<file path="src/rtl/bus_arbiter.sv">
// bus_arbiter: shares one single-ported memory bus between the instruction
// fetch master (read-only) and the load/store master (read/write, byte strobes).
// One transaction is outstanding at a time; ties alternate round-robin; a hung
// slave is turned into a bus error after TIMEOUT cycles without a response.
//
// Ports:
//   clk, reset                 clock, synchronous active-high reset
//   if_req_*  / if_rsp_*       fetch request (valid/ready/addr) and response
//   lsu_req_* / lsu_rsp_*      LSU request (valid/ready/addr/we/wdata/wstrb) and response
//   mem_req_*                  forwarded request to memory (combinational mux)
//   mem_rsp_*                  memory response (valid/rdata/err)
//   *_rsp_* outputs are registered; mem_req_* and *_req_ready are combinational.
module bus_arbiter #(
   parameter int unsigned XLEN    = 32,
   parameter int unsigned AW      = 32,
   parameter int unsigned TIMEOUT = 16
) (
   input  logic                clk,
   input  logic                reset,
   input  logic                if_req_valid,
   output logic                if_req_ready,
   input  logic [AW-1:0]       if_req_addr,
   output logic                if_rsp_valid,
   output logic [XLEN-1:0]     if_rsp_rdata,
   output logic                if_rsp_err,
   input  logic                lsu_req_valid,
   output logic                lsu_req_ready,
   input  logic [AW-1:0]       lsu_req_addr,
   input  logic                lsu_req_we,
   input  logic [XLEN-1:0]     lsu_req_wdata,
   input  logic [XLEN/8-1:0]   lsu_req_wstrb,
   output logic                lsu_rsp_valid,
   output logic [XLEN-1:0]     lsu_rsp_rdata,
   output logic                lsu_rsp_err,
   output logic                mem_req_valid,
   input  logic                mem_req_ready,
   output logic [AW-1:0]       mem_req_addr,
   output logic                mem_req_we,
   output logic [XLEN-1:0]     mem_req_wdata,
   output logic [XLEN/8-1:0]   mem_req_wstrb,
   input  logic                mem_rsp_valid,
   input  logic [XLEN-1:0]     mem_rsp_rdata,
   input  logic                mem_rsp_err
);

   localparam int unsigned SW = XLEN / 8;
   localparam int unsigned CW = $clog2(TIMEOUT + 1);

   localparam logic [0:0] S_IDLE = 1'b0;
   localparam logic [0:0] S_WAIT = 1'b1;

   localparam logic M_IF  = 1'b0;
   localparam logic M_LSU = 1'b1;

   // Last WAIT cycle before the timeout fires (counter starts at 0 on entry).
   localparam logic [CW-1:0] CNT_LAST = CW'(TIMEOUT - 1);

   logic [0:0]      state_q, state_d;
   logic            lock_q, lock_d;
   logic            owner_q, owner_d;
   logic            last_q, last_d;
   logic [CW-1:0]   cnt_q, cnt_d;
   logic            if_rsp_valid_q, if_rsp_valid_d;
   logic [XLEN-1:0] if_rsp_rdata_q, if_rsp_rdata_d;
   logic            if_rsp_err_q, if_rsp_err_d;
   logic            lsu_rsp_valid_q, lsu_rsp_valid_d;
   logic [XLEN-1:0] lsu_rsp_rdata_q, lsu_rsp_rdata_d;
   logic            lsu_rsp_err_q, lsu_rsp_err_d;

   logic            idle;
   logic            winner;
   logic            win_valid;
   logic            timeout;
   logic [XLEN-1:0] rsp_rdata;
   logic            rsp_err;

   // Winner selection: a locked grant overrides round-robin.
   always_comb begin
      idle = (state_q == S_IDLE);
      if (lock_q) begin
         winner = owner_q;
      end else if (if_req_valid && lsu_req_valid) begin
         winner = ~last_q;
      end else if (lsu_req_valid) begin
         winner = M_LSU;
      end else begin
         winner = M_IF;
      end
      win_valid = (winner == M_LSU) ? lsu_req_valid : if_req_valid;
   end

   // Forward the winner's request; fetches never write.
   always_comb begin
      mem_req_valid = idle && win_valid;
      if_req_ready  = idle && (winner == M_IF)  && mem_req_ready;
      lsu_req_ready = idle && (winner == M_LSU) && mem_req_ready;
      if (winner == M_LSU) begin
         mem_req_addr  = lsu_req_addr;
         mem_req_we    = lsu_req_we;
         mem_req_wdata = lsu_req_wdata;
         mem_req_wstrb = lsu_req_wstrb;
      end else begin
         mem_req_addr  = if_req_addr;
         mem_req_we    = 1'b0;
         mem_req_wdata = '0;
         mem_req_wstrb = SW'(0);
      end
   end

   // Next-state logic; a real response beats a coincident timeout.
   always_comb begin
      state_d         = state_q;
      lock_d          = lock_q;
      owner_d         = owner_q;
      last_d          = last_q;
      cnt_d           = cnt_q;
      if_rsp_valid_d  = 1'b0;
      if_rsp_rdata_d  = if_rsp_rdata_q;
      if_rsp_err_d    = if_rsp_err_q;
      lsu_rsp_valid_d = 1'b0;
      lsu_rsp_rdata_d = lsu_rsp_rdata_q;
      lsu_rsp_err_d   = lsu_rsp_err_q;
      timeout         = (cnt_q == CNT_LAST);
      rsp_rdata       = mem_rsp_valid ? mem_rsp_rdata : '0;
      rsp_err         = mem_rsp_valid ? mem_rsp_err : 1'b1;

      case (state_q)
         S_IDLE: begin
            if (mem_req_valid) begin
               owner_d = winner;
               if (mem_req_ready) begin
                  last_d  = winner;
                  lock_d  = 1'b0;
                  cnt_d   = '0;
                  state_d = S_WAIT;
               end else begin
                  lock_d = 1'b1;
               end
            end
         end
         S_WAIT: begin
            cnt_d = cnt_q + CW'(1);
            if (mem_rsp_valid || timeout) begin
               state_d = S_IDLE;
               if (owner_q == M_LSU) begin
                  lsu_rsp_valid_d = 1'b1;
                  lsu_rsp_rdata_d = rsp_rdata;
                  lsu_rsp_err_d   = rsp_err;
               end else begin
                  if_rsp_valid_d = 1'b1;
                  if_rsp_rdata_d = rsp_rdata;
                  if_rsp_err_d   = rsp_err;
               end
            end
         end
         default: state_d = S_IDLE;
      endcase
   end

   // State and response registers.
   always_ff @(posedge clk) begin
      if (reset) begin
         state_q         <= S_IDLE;
         lock_q          <= 1'b0;
         owner_q         <= M_IF;
         last_q          <= M_LSU;
         cnt_q           <= '0;
         if_rsp_valid_q  <= 1'b0;
         if_rsp_rdata_q  <= '0;
         if_rsp_err_q    <= 1'b0;
         lsu_rsp_valid_q <= 1'b0;
         lsu_rsp_rdata_q <= '0;
         lsu_rsp_err_q   <= 1'b0;
      end else begin
         state_q         <= state_d;
         lock_q          <= lock_d;
         owner_q         <= owner_d;
         last_q          <= last_d;
         cnt_q           <= cnt_d;
         if_rsp_valid_q  <= if_rsp_valid_d;
         if_rsp_rdata_q  <= if_rsp_rdata_d;
         if_rsp_err_q    <= if_rsp_err_d;
         lsu_rsp_valid_q <= lsu_rsp_valid_d;
         lsu_rsp_rdata_q <= lsu_rsp_rdata_d;
         lsu_rsp_err_q   <= lsu_rsp_err_d;
      end
   end

   assign if_rsp_valid  = if_rsp_valid_q;
   assign if_rsp_rdata  = if_rsp_rdata_q;
   assign if_rsp_err    = if_rsp_err_q;
   assign lsu_rsp_valid = lsu_rsp_valid_q;
   assign lsu_rsp_rdata = lsu_rsp_rdata_q;
   assign lsu_rsp_err   = lsu_rsp_err_q;

endmodule
</file>
<file path="config.mk">
export PLATFORM = sky130hd
export DESIGN_NAME = bus_arbiter
export DESIGN_NICKNAME = d
export VERILOG_FILES = /design/src/rtl/bus_arbiter.sv
export SDC_FILE = /design/constraint.sdc
export NUM_CORES = 1
export LEC_CHECK = 0
export ABC_AREA = 1
export BUFFER_PORTS_ARGS = -buffer_cell sky130_fd_sc_hd__buf_2
export CORE_AREA = 4 4 106 108
export CTS_BUF_LIST = sky130_fd_sc_hd__clkbuf_16
export DETAILED_ROUTE_END_ITERATION = 16
export DIE_AREA = 0 0 110 112
export GPL_ROUTABILITY_DRIVEN = 0
export HOLD_SLACK_MARGIN = 0.1
export PLACE_DENSITY_LB_ADDON = 0.15
export SYNTH_ARGS = -nofsm -noshare
export SYNTH_HDL_FRONTEND = slang
export SYNTH_SLANG_ARGS = --single-unit
</file>
<file path="constraint.sdc">
create_clock -name clk -period 1.96 [get_ports clk]
set_clock_uncertainty 0.1 [all_clocks]
set_input_delay 0.294 -clock clk [delete_from_list [all_inputs] [get_ports clk]]
set_output_delay 0.294 -clock clk [all_outputs]
set_load 0.005 [all_outputs]
</file>
Word level (Yosys, flattened, before mapping)
Index checks and enable logic that the tools add are counted.
- register bits after elaboration: 77
- latch bits: 0
- bits in writable memories: 0
- memory bits (read-only): 0
- input bits: 140
- output and inout port bits: 140
- logic and storage cells: 53
- memories: 0
- $add $sub $neg: 1
- $mul: 0
- divide/modulo/power cells: 0
- magnitude comparators: 0
- eq/ne operators: 3
- shift-type cells: 0
- multiplexer cells: 20
- bitwise logic cells: 5
- reductions and logical operators: 13
- operator list (operator ; number):
    $mux 32 ; 3
    $mux 1 ; 12
    $mux 5 ; 2
    $pmux 5 s2 ; 1
    $reduce_and 3->1 ; 3
    $logic_and 1x1->1 ; 6
    $add 5x1->5 const B ; 1
    $eq 5x4->1 const B ; 1
    $not 1->1 ; 5
    $mux 4 ; 1
    $ne 2x2->1 const B ; 2
    $reduce_and 2->1 ; 2
    $reduce_or 3->1 ; 1
    $pmux 1 s2 ; 1
    $logic_or 1x1->1 ; 1

Depth between registers and ports, before layout
Gate-level depths: netlist of the first run.
- depth in word-level cells: 7
- gate-level depth with buffers: 11
- mapped depth without buffers: 9

Worst setup path before layout of the first run
OpenSTA, ideal clock, no wires.
- path kind: register -> register
- start point: reg cnt_q[0]
- end point: reg if_rsp_err_q, in the netlist if_rsp_err
- setup time: 119 ps
- arrival: 1533 ps
- data required time: 1741 ps
- setup slack: 208 ps
- cell stages (with the launch flop): 12
- buffers on the path: 2
- clock period less this slack: 1752 ps
- cells stage by stage: dfxtp_1 -> ha_1 -> nand2_1 -> nor2_1 -> ha_1 -> or2_4 -> nand2_4 -> nor2_2 -> buf_6 -> buf_6 -> o21ai_1 -> a21oi_1
- longest elaborated chain between the ends: 3
- ends and longest elaborated chain (element ; line ; text):
    start: declaration ; 62 ; logic [CW-1:0] cnt_q, cnt_d;
    start signal: assignment ; 179 ; cnt_q <= cnt_d;
    $eq 5x4->1 ; 123 ; timeout = (cnt_q == CNT_LAST);
    $logic_or 1x1->1 ; 143 ; if (mem_rsp_valid || timeout) begin
    $reduce_and 3->1 (no line) ; -- ;
    end signal: assignment ; 182 ; if_rsp_err_q <= if_rsp_err_d;
    end: declaration ; 65 ; logic if_rsp_err_q, if_rsp_err_d;
No other way between the ends.
A chain may end at the register's enable or synchronous reset.

Worst setup path after layout of the first run
- start point: reg last_q
- end point: out mem_req_addr[30]
- longest elaborated chain between the ends: 4
- ends and longest elaborated chain (element ; line ; text):
    start: declaration ; 61 ; logic last_q, last_d;
    start signal: assignment ; 178 ; last_q <= last_d;
    $not 1->1 ; 83 ; winner = ~last_q;
    $mux 1 ; 82 ; end else if (if_req_valid && lsu_req_valid) begin
    $mux 1 ; 80 ; if (lock_q) begin
    $mux 32 ; 97 ; if (winner == M_LSU) begin
    end: declaration ; 37 ; output logic [AW-1:0] mem_req_addr,
No other way between the ends.

==> results.md, run 1 <==
Finish:
- The repair_antennas step left the layout with diodes totalling 0.
- The combined flip-flop and latch cell area is 0.001543 mm².
- The filler cells instantiated in the layout total 1004.
- In the final layout, the multi-input gates occupy 0.001608 mm².
- The post-route core utilization is 53.70%.
- The number of nets in the layout is 917.
- The ratio of cells with drive above 1 in the final layout is 42.49%.
- The synthesis-to-finish area growth is 57.21%.

Critical path:
- By instance count, the cell type seen most on the critical path is nand2_1.
- The sort of element at the start of the critical path is a register.
- The type of the worst setup path is register to output pin.
- The worst reg2reg path depth is 10.
- The required arrival time at the worst endpoint is 1.57 ns.
- The most critical setup path has its startpoint at last_q$_SDFFE_PP1P_.
- The cell family contributing the most delay on the critical path is simple AND/OR/NAND/NOR gates.
- The highest cell delay on the worst timing path is 0.34 ns.
- The reg-to-reg critical path endpoint is lsu_rsp_rdata[4]$_SDFFE_PP0P_.
- The kind of end point of the critical path is an output pin.
- The internal reg-to-reg setup slack is 0.10 ns.
- The number of stages on the worst setup path is 8.
- The worst reg2reg path startpoint is cnt_q[0]$_SDFFE_PP0P_.
- The data arrival at the endpoint of the critical path is 1.48 ns.
- The library cell contributing the largest single delay on the critical path is dfxtp_1.
- The end point of the critical path is mem_req_addr[30].
- The largest driver fanout on the critical path is 12.
- The critical path goes through nand2_1 -> nand3_2 -> nand2_4 -> inv_6 -> buf_12 -> nand2_1 -> nand2_1 -> buf_2.
- The buffering stage count on the worst path with inverters included is 3.

Global routing:
- The pin count of the biggest net entering global routing is 72.
- The wire length of the first global-routing pass is 19.71 mm.
- The number of global-route vias before repair was 3925.
- In the global route stage, overall resource usage came out at 20.14%.
- The remaining global-route overflow is 0.
- The number of antenna violations at the first check in global routing is 0.

Timing:
- The number of hold violations in the final report is 0.
- Measured against its own limit, the worst slew margin works out to 73.62%.
- For this run, the top clock speed supported by timing is 533.4 MHz.
- The actual slew at the worst max-slew pin is 0.3952 ns.
- The worst path in the final design needs a cycle of 1.875 ns, including I/O delays and setup.
- Setup repair after global routing could not meet its margin everywhere.
- Setup violations remaining at the end of the flow were counted as 0.
- Hold is met by 0.1358 ns.
- The setup TNS is 0 ns.
- After layout, the worst path uses 95.66% of the clock period.
- The post-layout worst setup margin is 0.08512 ns.
- The max-slew violation total from the final report is 0.

Floorplan:
- In this run the standard cell core region covers 0.01023 mm².
- The overall die height is 112 µm.
- The floorplan step set the die width to 110 µm.
- The initialized floorplan defines 37 standard-cell rows.
- The starting density of the core is 34.16%.
- The area of the die is 0.01232 mm².
- During I/O placement, the number of pins put on the boundary was 280.

Logic synthesis:
- The distinct cell type count of the synthesized netlist is 23.
- The area of the mapped netlist is 0.003495 mm².
- Averaged over all synthesized cells, the footprint is 6.893 µm².
- After synthesis the netlist holds a flip-flop and latch count of 77.
- The synthesized instance count is 507.
- The share of the synthesized area in the top cell type is 44.11%.
- The warning count from the yosys run is 0.
- Summing the sequential cell areas from Yosys gives 44.11% of the chip area.
- The total nets after synthesis is 649.
- By area the synthesized netlist is led by dfxtp_1, nand2_1, a21oi_1, o21ai_0, inv_1.
- The cell taking the most area after synthesis is dfxtp_1.

Pwr:
- VDD sags by at most 0.4683 mV.
- For this design the ratio of total power to cell area is 799.2 mW/mm².
- The analysis attributes to cell leakage a power of 0.003136 µW.

Drt:
- The final routed DRC violation total is 0.
- The number of search-and-repair iterations in the first detailed-routing pass is 5.
- The detailed-route vias per instance is 4.591.
- The detail-routed net length per standard cell is 14.75 µm.
- The remaining number of nets flagged by the antenna check after routing is 0.
- For this block, the via count after detailed routing is 4201.
- Summed over all layers, the routed wires come to 13.49 mm.
- The detailed router finished its first iteration with 281 violations.

Clock network:
- The maximum clock insertion buffer count is 2.
- The quantity of hold-fixing buffers added after cts is 0.
- For the worst-skew pair, the clock arrives at the later sink with an insertion delay of 0.32 ns.
- Once the clock tree was built, the setup fixing pass inserted 0 buffers.
- The H-tree depth is 3.
- The clock net in this run drives a total of 77 sinks.
- TritonCTS built the clock tree.
- After clock tree synthesis, the clock-pin slew on the worst setup and hold paths is 0.06 ns.
- In this run, CTS created clock tree buffers numbering 9.
- The tree is rooted in a clkbuf_16.

Status:
- The flow ran to the end, and the final reports show no timing, DRC or antenna violations.

Min path:
- The worst hold path belongs to the class input port to register.

Placed design:
- Summed over all nets, the half-perimeter wirelength after detailed placement is 9.994 mm.
- OpenSTA, run right after detailed placement, puts the worst setup slack at 0.08370 ns.
- During placement, the flow inserted port buffers numbering 279.

Run:
- Max-cap violations in this run came to 0.
-- synthesized netlist by cell type --
library cell / instances
nand2_1: 142
dfxtp_1: 77
a21oi_1: 66
o21ai_0: 53
inv_1: 47
nor2_1: 45
clkbuf_1: 22
o21ai_1: 12
buf_6: 8
buf_2: 7
nand3_1: 7
a211oi_2: 5
nor3_1: 4
ha_1: 2
nor2_2: 2
and3_1: 1
inv_2: 1
nand2_4: 1
nand4_1: 1
o211ai_1: 1
o22ai_1: 1
or2_2: 1
or2_4: 1
-- worst reg2reg max path, stage by stage (launching register included) --
cell     delay (ns)
dfxtp_2        0.33
ha_1           0.20
nand2_1        0.08
nor2_1         0.04
ha_1           0.17
or2_4          0.23
nand2_4        0.10
nor2_4         0.05
buf_12         0.17
o21ai_0        0.20
a21oi_1        0.06
-- placed cells by master (no fill, tap or decap), types with 3 or more instances in the layout --
cell	Yosys	routed
buf_2	7	279
nand2_1	142	140
dfxtp_1	77	76
a21oi_1	66	66
o21ai_0	53	50
inv_1	47	46
nor2_1	45	38
o21ai_1	12	15
clkbuf_16	0	12
nor2_2	2	7
nand3_1	7	6
a211oi_2	5	5
buf_12	0	5
nor3_1	4	4
buf_4	0	4
bufinv_16	0	3
-- logic make-up (layout without fill, tap and decap cells) --
kind of cell / after synthesis / count (layout) / synth area share (%)
AND/OR/NAND/NOR: 205 / 205 / 23.13
AO/OA/AOI/OAI: 138 / 138 / 20.95
buffers and inverters: 85 / 357 / 11.10
flip-flops: 77 / 77 / 44.11
adder cells (fa/ha/maj): 2 / 2 / 0.7160
-- timing repair --
| item | 4_1_cts | 5_1_grt |
|---|---|---|
| setup endpoints to repair | 14 | 99 |
| gates cloned | 1 | 4 |
| endpoints found under the hold margin | 0 | 0 |
| resized for setup | 2 | 21 |
| pin swaps | 0 | 2 |
-- area by class of cell --
class,instances,share of cell area [%]
sequential,77,28.08
clock buffer,9,4.099
inverter,48,3.371
tap,136,3.097
timing repair buffer,294,30.06
multi-input combinational,345,29.26
clock inverter,6,2.027
-- metrics by stage --
step	instances	power [µW]	area, µm²
2_1_floorplan	507	2056	3495
3_3_place_gp	895	2468	4989
3_5_place_dp	895	2481	4989
4_1_cts	911	4384	5365
5_1_grt	915	4615	5494
6_report	915	4391	5494
-- layer usage --
layer / track usage [%] / vias to the layer above / share of wire, %
met3: 5.565 / 13 / 8.6
met5: 0 / - / 0
met4: 4.904 / 0 / 1.4
met1: 25.26 / 1855 / 41
li1: - / 2159 / -
met2: 33.86 / 174 / 49
-- power by group --
group	switching [µW]	internal, µW
clock	634	1240
sequential	39.9	1630
combinational	453	396
-- flip-flops by register name (all words and copies together), names as in the netlist --
signal,cells
last_q,1
if_rsp_valid,1
state_q,1
if_rsp_err,1
if_rsp_rdata,32
cnt_q,5
owner_q,1
lsu_rsp_rdata,32
lsu_rsp_err,1
lsu_rsp_valid,1
lock_q,1
-- worst min-delay path by stage --
| stage | startpoint | to | slack, ns | cells after the start |
|---|---|---|---|---|
| floorplan | cnt_q[3]$_SDFFE_PP0P_ | cnt_q[3]$_SDFFE_PP0P_ | 0.34 | 2 |
| global placement | cnt_q[3]$_SDFFE_PP0P_ | cnt_q[3]$_SDFFE_PP0P_ | 0.35 | 2 |
| detailed placement | cnt_q[3]$_SDFFE_PP0P_ | cnt_q[3]$_SDFFE_PP0P_ | 0.36 | 2 |
| CTS | mem_rsp_rdata[10] | if_rsp_rdata[10]$_SDFFE_PP0P_ | 0.12 | 3 |
| global route | mem_rsp_rdata[10] | if_rsp_rdata[10]$_SDFFE_PP0P_ | 0.13 | 3 |
| finish | mem_rsp_rdata[10] | if_rsp_rdata[10]$_SDFFE_PP0P_ | 0.14 | 3 |
Note: power is estimated with default switching activity, not from simulation.
==> run 2: changes to the inputs <==
--- a/config.mk
+++ b/config.mk
@@ -7,10 +7,11 @@
 export LEC_CHECK = 0
 export ABC_AREA = 1
 export BUFFER_PORTS_ARGS = -buffer_cell sky130_fd_sc_hd__buf_2
-export CORE_AREA = 4 4 106 108
+export CORE_AREA = 4 4 105 107
 export CTS_BUF_LIST = sky130_fd_sc_hd__clkbuf_16
+export CTS_CLUSTER_DIAMETER = 80
 export DETAILED_ROUTE_END_ITERATION = 16
-export DIE_AREA = 0 0 110 112
+export DIE_AREA = 0 0 109 111
 export GPL_ROUTABILITY_DRIVEN = 0
 export HOLD_SLACK_MARGIN = 0.1
 export PLACE_DENSITY_LB_ADDON = 0.15
==> constraint.sdc (replaced) <==
create_clock -name clk -period 2.2 [get_ports clk]
set_clock_uncertainty 0.1 [all_clocks]
set_input_delay 0.33 -clock clk [delete_from_list [all_inputs] [get_ports clk]]
set_output_delay 0.33 -clock clk [all_outputs]
set_load 0.005 [all_outputs]
==> results.md, run 2 (synthesis gave the netlist of run 1 again) <==
Critical path:
- The worst reg2reg path depth is 10 (unchanged).
- The internal reg-to-reg setup slack was 0.25 ns (+0.15 ns).
- The library cell appearing most often on the critical path is nand2_1.
- The data arrival at the endpoint of the critical path is 1.64 ns (+0.16 ns).
- The worst register-to-register path ends at if_rsp_rdata[9]$_SDFFE_PP0P_.
- The buffering stage count on the worst path with inverters included is 4 (+1).
- The critical path goes through inv_1 -> nand3_1 -> nand2_1 -> inv_6 -> buf_12 -> nand2_1 -> nand2_1 -> buf_2.
- The library cell contributing the largest single delay on the critical path is dfxtp_1.
- The cell family contributing the most delay on the critical path is buffers and inverters.
- The worst reg2reg path startpoint is cnt_q[0]$_SDFFE_PP0P_.
- The critical path is of the register to output pin type.
- The kind of end point of the critical path is an output pin.
- The largest driver fanout on the critical path is 40 (+28).
- STA classifies the critical path startpoint as a register.
- The required arrival time at the worst endpoint was 1.77 ns (+0.20 ns).
- The highest cell delay on the worst timing path is 0.33 ns (about the same).

Finish:
- The library cells used most frequently in the layout, excluding fill and tap cells, are buf_2, nand2_1, dfxtp_1.
- The number of nets in the layout is 912 (-0.55%).
- The post-layout instance count excluding filler cells is 911 (-0.44%).
- The ratio of cells with drive above 1 in the final layout is 40.52% (-2.0 points).
- The count of antenna diodes in the layout is 0 (unchanged).
- The post-route core utilization is 52.17% (-1.5 points).
- The most common cell after layout, fill and taps aside is buf_2.
- Relative to the synthesized area, the layout overhead comes to 51.34%.

Pwr:
- The leakage power is 0.003050 µW (-2.7%).
- The overall power after layout is 3595 µW (-18%).
- The worst voltage drop across the vdd grid is 0.4033 mV (-14%).
- The internal power contribution came to 2633 µW (-19%).
- The power density over the cells is 679.7 mW/mm² (-15%).
- The total net switching power was 962.1 µW (-15%).
- The clock network power share is 39.7% (-2.9 points).
- The share of total power consumed by net switching is 26.77% (+1.1 points).
- The combinational share of power was 19.0% (-0.3 points).
- The sequential share of power is 41.3% (+3.3 points).

Global routing:
- The number of global-route vias before repair is 4074 (+3.8%).
- The met2 routing resource usage after global routing was 33.70% (-0.16 points).
- The number of antenna violations at the first check in global routing is 1 (+1).
- The met1 capacity usage during global routing is 22.93% (-2.3 points).
- The met3 global-route usage is 6.115% (+0.55 points).
- After global routing, the most crowded layer is met2.
- The remaining global-route overflow is 0 (unchanged).
- The global-route total usage across every layer is 19.74% (-0.40 points).
- The pin count of the biggest net entering global routing is 41 (-43%).
- The wire length of the first global-routing pass came to 19.40 mm (-1.5%).

Timing:
- The clock period minus final worst setup slack is 2.074 ns.
- The worst-case hold slack is 0.1745 ns (+0.03870 ns).
- The setup TNS is 0 ns (unchanged).
- The final-report setup violation count is 0 (unchanged).
- Timing would allow up to 482.1 MHz.
- The worst relative slew slack is 73.83% (+0.22 points).
- The actual slew at the worst max-slew pin is 0.3919 ns (-0.003265 ns).
- The number of hold violations in the final report is 0 (unchanged).
- Setup repair after global routing could not meet its margin everywhere.
- The max-slew violation total from the final report came to 0 (unchanged).
- The fraction of the cycle the final worst path needs is 94.29%.

Drt:
- The total vias in the final route is 4167 (-0.81%).
- The number of search-and-repair iterations in the first detailed-routing pass is 4 (-1).
- The remaining number of nets flagged by the antenna check after routing was 0 (unchanged).
- The final routed DRC violation total is 0 (unchanged).
- The first-iteration detailed-routing DRC count is 252 (-10%).
- The total routed wirelength is 12.34 mm (-8.6%).
- The detail-routed net length per standard cell is 13.54 µm (-8.2%).
- The detailed-route vias per instance is 4.574 (-0.37%).

Clock network:
- The buffer count from post-CTS setup fixing is 0 (unchanged).
- The number of buffers added by the clock tree synthesis step was 9 (unchanged).
- The number of sinks on the clock net is 77 (unchanged).
- The clock insertion delay at the later pin of the skew report is 0.32 ns (about the same).
- The buffer type at the clock tree root is clkbuf_16.
- The H-tree depth is 3 (unchanged).
- The clock-pin slew on the worst setup and hold paths is 0.06 ns (about the same).
- The maximum clock insertion buffer count came to 2 (unchanged).
- The TritonCTS clock tree is yes.

Min path:
- The worst hold path depth came to 3 (unchanged).
- For hold timing, the worst endpoint is if_rsp_rdata[8]$_SDFFE_PP0P_.
- The class of the tightest hold or removal check is input port to register.
- The startpoint of the tightest hold check path is mem_rsp_rdata[8].

Status:
- The flow ran to the end, and the final reports show no timing, DRC or antenna violations.

Floorplan:
- The area of the core is 0.01014 mm² (-0.91%).
- The starting density of the core was 34.47% (+0.31 points).
- The horizontal die dimension is 109 µm (-0.91%).
- The cell row count was 37 (unchanged).
- The number of top-level design ports is 280 (unchanged).
- The overall die height was 111 µm (-0.89%).
- The area of the die is 0.01210 mm² (-1.8%).

Placed design:
- The count of buffers inserted at the top-level ports is 279 (unchanged).
- The placed instance count came to 895 (unchanged).
- The HPWL reported at the end of detailed placement was 9.845 mm (-1.5%).

Run:
- The reported max-cap violation count is 0 (unchanged).
run 2: cell types whose count changed in the layout (fill, tap and decap cells not counted), sizes merged:
| cell | previous run | this run |
|---|---|---|
| inv | 49 | 50 |
| clkbuf | 12 | 9 |
| bufinv | 3 | 1 |
| buf | 291 | 289 |
| clkinvlp | 0 | 2 |
run 2: timing repair:
action                                  CTS  global route
endpoints found under the setup margin   32            24
resized for setup                         1             2
hold endpoints to repair                  0             0
hold buffers                              0             0
run 2: tightest hold or removal path, delay by kind of cell:
family / cells / cell delay, ns
buffers and inverters: 1 / 0.10
AOI/OAI and AO/OA: 1 / 0.06
and+or+nand+nor: 1 / 0.07
run 2: power by group through the flow:
stage	Sequential, µW	Combinational [µW]	Clock (µW)
floorplan	1510	320	0
global placement	1510	679	0
detailed placement	1510	688	0
CTS	1480	691	1460
global route	1490	769	1510
finish	1480	683	1430
run 2: per-stage QoR:
stage | setup WS [ns] | cell area (µm²)
4_1_cts | 0.09567 | 5283
6_report | 0.1256 | 5289
2_1_floorplan | 0.4481 | 3495
3_3_place_gp | 0.2713 | 4989
5_1_grt | -0.006745 | 5289
3_5_place_dp | 0.2353 | 4989
run 2: area by class of cell:
| type | instances | area [µm²] |
|---|---|---|
| flip-flops and latches | 77 | 1541 |
| clock inverters | 7 | 66.31 |
| inverters | 48 | 185.2 |
| well taps | 136 | 170.2 |
| repair buffers | 289 | 1525 |
| clock buffers | 9 | 225.2 |
| fillers | 1033 | 4850 |
| multi-input cells | 345 | 1575 |
run 2: worst max path at each step:
stage	to	start	depth (start not counted)
floorplan	if_rsp_err$_SDFFE_PP0P_	cnt_q[0]$_SDFFE_PP0P_	11
global placement	mem_req_addr[19]	if_req_valid	9
detailed placement	mem_req_addr[2]	if_req_valid	9
CTS	mem_req_addr[2]	lock_q$_SDFFE_PP0P_	8
global route	mem_req_addr[4]	lock_q$_SDFFE_PP0P_	8
finish	mem_req_addr[2]	lock_q$_SDFFE_PP0P_	8
run 2: metal layers:
metal	wire length (µm)	up-vias
li1	-	2152
met3	1102	25
met4	312	2
met2	6145	177
met5	13	-
met1	4766	1811
==> run 3: changes to the inputs <==
--- a/config.mk
+++ b/config.mk
@@ -5,13 +5,13 @@
 export SDC_FILE = /design/constraint.sdc
 export NUM_CORES = 1
 export LEC_CHECK = 0
-export ABC_AREA = 1
+export ABC_AREA = 0
 export BUFFER_PORTS_ARGS = -buffer_cell sky130_fd_sc_hd__buf_2
-export CORE_AREA = 4 4 105 107
+export CORE_AREA = 4 4 106 108
 export CTS_BUF_LIST = sky130_fd_sc_hd__clkbuf_16
 export CTS_CLUSTER_DIAMETER = 80
 export DETAILED_ROUTE_END_ITERATION = 16
-export DIE_AREA = 0 0 109 111
+export DIE_AREA = 0 0 110 112
 export GPL_ROUTABILITY_DRIVEN = 0
 export HOLD_SLACK_MARGIN = 0.1
 export PLACE_DENSITY_LB_ADDON = 0.15
==> results.md, run 3 <==
Floorplan:
- The starting density of the core came to 39.48% (+5.0 points).
- The number of top-level design ports is 280 (unchanged).
- The horizontal die dimension was 110 µm (+0.92%).
- The area of the die came to 0.01232 mm² (+1.8%).
- The area of the core is 0.01023 mm² (+0.91%).
- The overall die height is 112 µm (+0.90%).
- The cell row count was 37 (unchanged).

Pwr:
- The combinational share of power is 22.1% (+3.1 points).
- The leakage power came to 0.002706 µW (-11%).
- The sequential share of power is 39.9% (-1.4 points).
- The share of total power consumed by net switching is 26.81% (+0.047 points).
- The total net switching power is 982.1 µW (+2.1%).
- The power density over the cells is 623.4 mW/mm² (-8.3%).
- The clock network power share is 38.0% (-1.7 points).
- The internal power contribution is 2681 µW (+1.8%).
- The worst voltage drop across the vdd grid was 0.4046 mV (+0.32%).

Finish:
- The area of the multi-input gates came to 0.002236 mm² (+42%).
- The combined flip-flop and latch cell area was 0.001546 mm² (+0.32%).
- The area growth from synthesis to layout is 45.48%.
- The top cell types in the final layout, fill and taps aside, are buf_2, dfxtp_1, nor2b_1, nand2_1, a21oi_1.
- The fill cell instance count of the final layout was 966 (-6.5%).
- The finished layout cell area is 0.005876 mm² (+11%).
- The number of nets in the layout was 846 (-7.2%).
- Leaving out fill and tap cells, the most frequent cell in the layout is buf_2.
- The post-route core utilization came to 57.43% (+5.3 points).
- The post-layout instance count excluding filler cells is 845 (-7.2%).
- The ratio of cells with drive above 1 in the final layout is 57.77% (+17 points).

Status:
- The run finished with clean final reports.

Timing:
- The max-slew violation total from the final report is 0 (unchanged).
- The worst relative slew slack was 59.55% (-14 points).
- Setup repair after global routing could not meet its margin everywhere.
- The final-report setup violation count came to 0 (unchanged).
- The number of hold violations in the final report came to 0 (unchanged).
- The fmax is 458.9 MHz (-4.8%).
- The clock period minus final worst setup slack is 2.179 ns (+0.1049 ns).
- The fraction of the cycle the final worst path needs is 99.06% (+4.8 points).
- The actual slew at the worst max-slew pin is 0.6068 ns (+0.2149 ns).

Logic synthesis:
- The proportion of synthesized chip area in sequential cells is 38.17% (-5.9 points).
- The number of enable-type register cells in the synthesized netlist is 0 (unchanged).
- The total nets after synthesis is 583 (-10%).
- The cell taking the most area after synthesis is dfxtp_1.
- Yosys instantiated no cell more often than dfxtp_1.
- The warning count from the yosys run came to 0 (unchanged).
- The area of the mapped netlist was 0.004039 mm² (+16%).
- The most instantiated flip-flop cell in the synthesis netlist is dfxtp_1.
- Yosys attributes the largest share of cell area to dfxtp_1, mux2_2, nand3_2, a21oi_2, nor2b_1.
- The synthesized instance count is 441 (-13%).
- The share of the synthesized area in the top cell type was 38.17% (-5.9 points).
- The number of synthesized register bits was 77 (unchanged).
- The share of synthesized flip-flops with an asynchronous set or reset is 0% (unchanged).
- Ranked by instance count, the synthesized netlist is headed by dfxtp_1, nand2_1, nor2b_1.
- The distinct cell type count of the synthesized netlist is 41 (+78%).
- The post-synthesis area per instance is 9.158 µm² (+33%).

Drt:
- The detailed-route vias per instance is 5.105 (+12%).
- The first-iteration detailed-routing DRC count is 315 (+25%).
- The remaining number of nets flagged by the antenna check after routing came to 0 (unchanged).
- The final routed DRC violation total is 0 (unchanged).
- The total vias in the final route was 4314 (+3.5%).
- The number of search-and-repair iterations in the first detailed-routing pass is 4 (unchanged).
- The total routed wirelength is 15.71 mm (+27%).
- The detail-routed net length per standard cell is 18.59 µm (+37%).

Run:
- The reported max-cap violation count is 0 (unchanged).

Global routing:
- The global-route total usage across every layer was 23.37% (+3.6 points).
- The number of antenna violations at the first check in global routing is 1 (unchanged).
- The remaining global-route overflow is 0 (unchanged).
- The number of global-route vias before repair is 4095 (+0.52%).
- The pin count of the biggest net entering global routing is 70 (+71%).
- The wire length of the first global-routing pass came to 22.31 mm (+15%).

Critical path:
- The data arrival at the endpoint of the critical path is 1.75 ns (+0.11 ns).
- STA classifies the critical path startpoint as a register.
- The worst setup path is captured at an output pin.
- The type of the worst setup path is register to output pin.
- The required arrival time at the worst endpoint is 1.77 ns (about the same).
- The largest driver fanout on the critical path is 20 (-50%).

Clock network:
- The number of sinks on the clock net came to 77 (unchanged).
- TritonCTS built the clock tree.
- The number of buffers added by the clock tree synthesis step is 9 (unchanged).
- The buffer type at the clock tree root is clkbuf_16.
- The clock insertion delay at the later pin of the skew report is 0.33 ns (about the same).
- The maximum clock insertion buffer count was 2 (unchanged).
- The clock-pin slew on the worst setup and hold paths is 0.06 ns (about the same).
- The H-tree depth came to 3 (unchanged).

Placed design:
- The cell area reported after detailed placement came to 0.005464 mm² (+9.5%).
- The HPWL reported at the end of detailed placement came to 11.60 mm (+18%).
- The placed instance count is 823 (-8.0%).
- The count of buffers inserted at the top-level ports is 279 (unchanged).

Min path:
- The path class of the tightest hold or removal check is input port to register.
==> run 3: changes by cell type after synthesis, moves of 6 or more <==
cell     change
a21oi_1     -30
nor2_1      -38
a21oi_2     +30
mux2_2      +32
nand4_1     +33
inv_1       -41
o21ai_0     -22
nand3_2     +30
o21ai_1      -9
nor2b_1     +37
nand2_1    -105
buf_1        +6
==> run 3: final timing paths <==
| check | to | slack [ns] | cells after the start | start |
|---|---|---|---|---|
| max | mem_req_addr[29] | 0.02 | 4 | lock_q$_SDFFE_PP0P_ |
| min | lsu_rsp_rdata[15]$_SDFFE_PP0P_ | 0.16 | 3 | mem_rsp_rdata[15] |
| max reg2reg | lsu_rsp_err$_SDFFE_PP0P_ | 0.20 | 6 | cnt_q[0]$_SDFFE_PP0P_ |
| min reg2reg | lsu_rsp_rdata[20]$_SDFFE_PP0P_ | 0.36 | 2 | lsu_rsp_rdata[20]$_SDFFE_PP0P_ |
==> run 3: critical path, cell delays in order, from the launching register on <==
cell     delay, ns
dfxtp_4       0.36
mux2i_4       0.34
buf_12        0.21
mux2_2        0.36
buf_2         0.14
==> run 3: power by group through the flow <==
stage / sequential (µW) / clock [µW] / combinational (µW)
floorplan: 1480 / 0 / 385
global route: 1470 / 1470 / 866
CTS: 1460 / 1420 / 802
global placement: 1490 / 0 / 741
finish: 1460 / 1390 / 810
detailed placement: 1490 / 0 / 745
==> run 3: repair_timing <==
item                                    4_1_cts  5_1_grt
resized for setup                             5       11
hold endpoints to repair                      0        0
pin swaps                                     0        1
endpoints found under the setup margin       32       17
hold buffers                                  0        0
cloned                                        2        1
buffers inserted                              4        0
==> run 3: layer usage <==
metal  track usage (%)  vias to the layer above  part of all wire (%)
met4             6.234                        0                   1.3
li1                  -                     2093                     -
met5                 0                        -                     0
met1             28.96                     2023                    41
met2             39.97                      180                    50
met3             5.681                       18                   8.2
==> run 3: logic make-up (layout without fill, tap and decap cells) <==
family	after synthesis	after routing	share of synthesized area, %
adder cells (fa/ha/maj)	2	2	0.6195
buffers and inverters	52	318	7.744
other	0	1	0
AO/OA/AOI/OAI	118	119	19.27
flip-flops	77	77	38.17
multiplexers	34	34	9.727
AND/OR/NAND/NOR	158	158	24.47
==> run 3: final cells by class <==
type | instances | share of cell area [%]
multi-input cells | 313 | 38.05
repair buffers | 297 | 27.62
flip-flops and latches | 77 | 26.32
clock buffers | 9 | 3.833
well taps | 136 | 2.896
clock inverters | 6 | 0.8518
inverters | 6 | 0.3833
diodes | 1 | 0.04259
==> run 3: through the flow <==
stage | hold WS [ns] | worst slack [ns] | power, µW | setup TNS (ns)
final | 0.1614 | 0.02073 | 3663 | 0
after global routing | 0.1587 | -0.01610 | 3800 | -0.03446
after CTS | 0.1546 | -0.003480 | 3678 | -0.005498
after detailed placement | 0.3541 | 0.08780 | 2238 | 0
after global placement | 0.3463 | 0.1342 | 2231 | 0
after floorplan | 0.3379 | 0.3758 | 1861 | 0
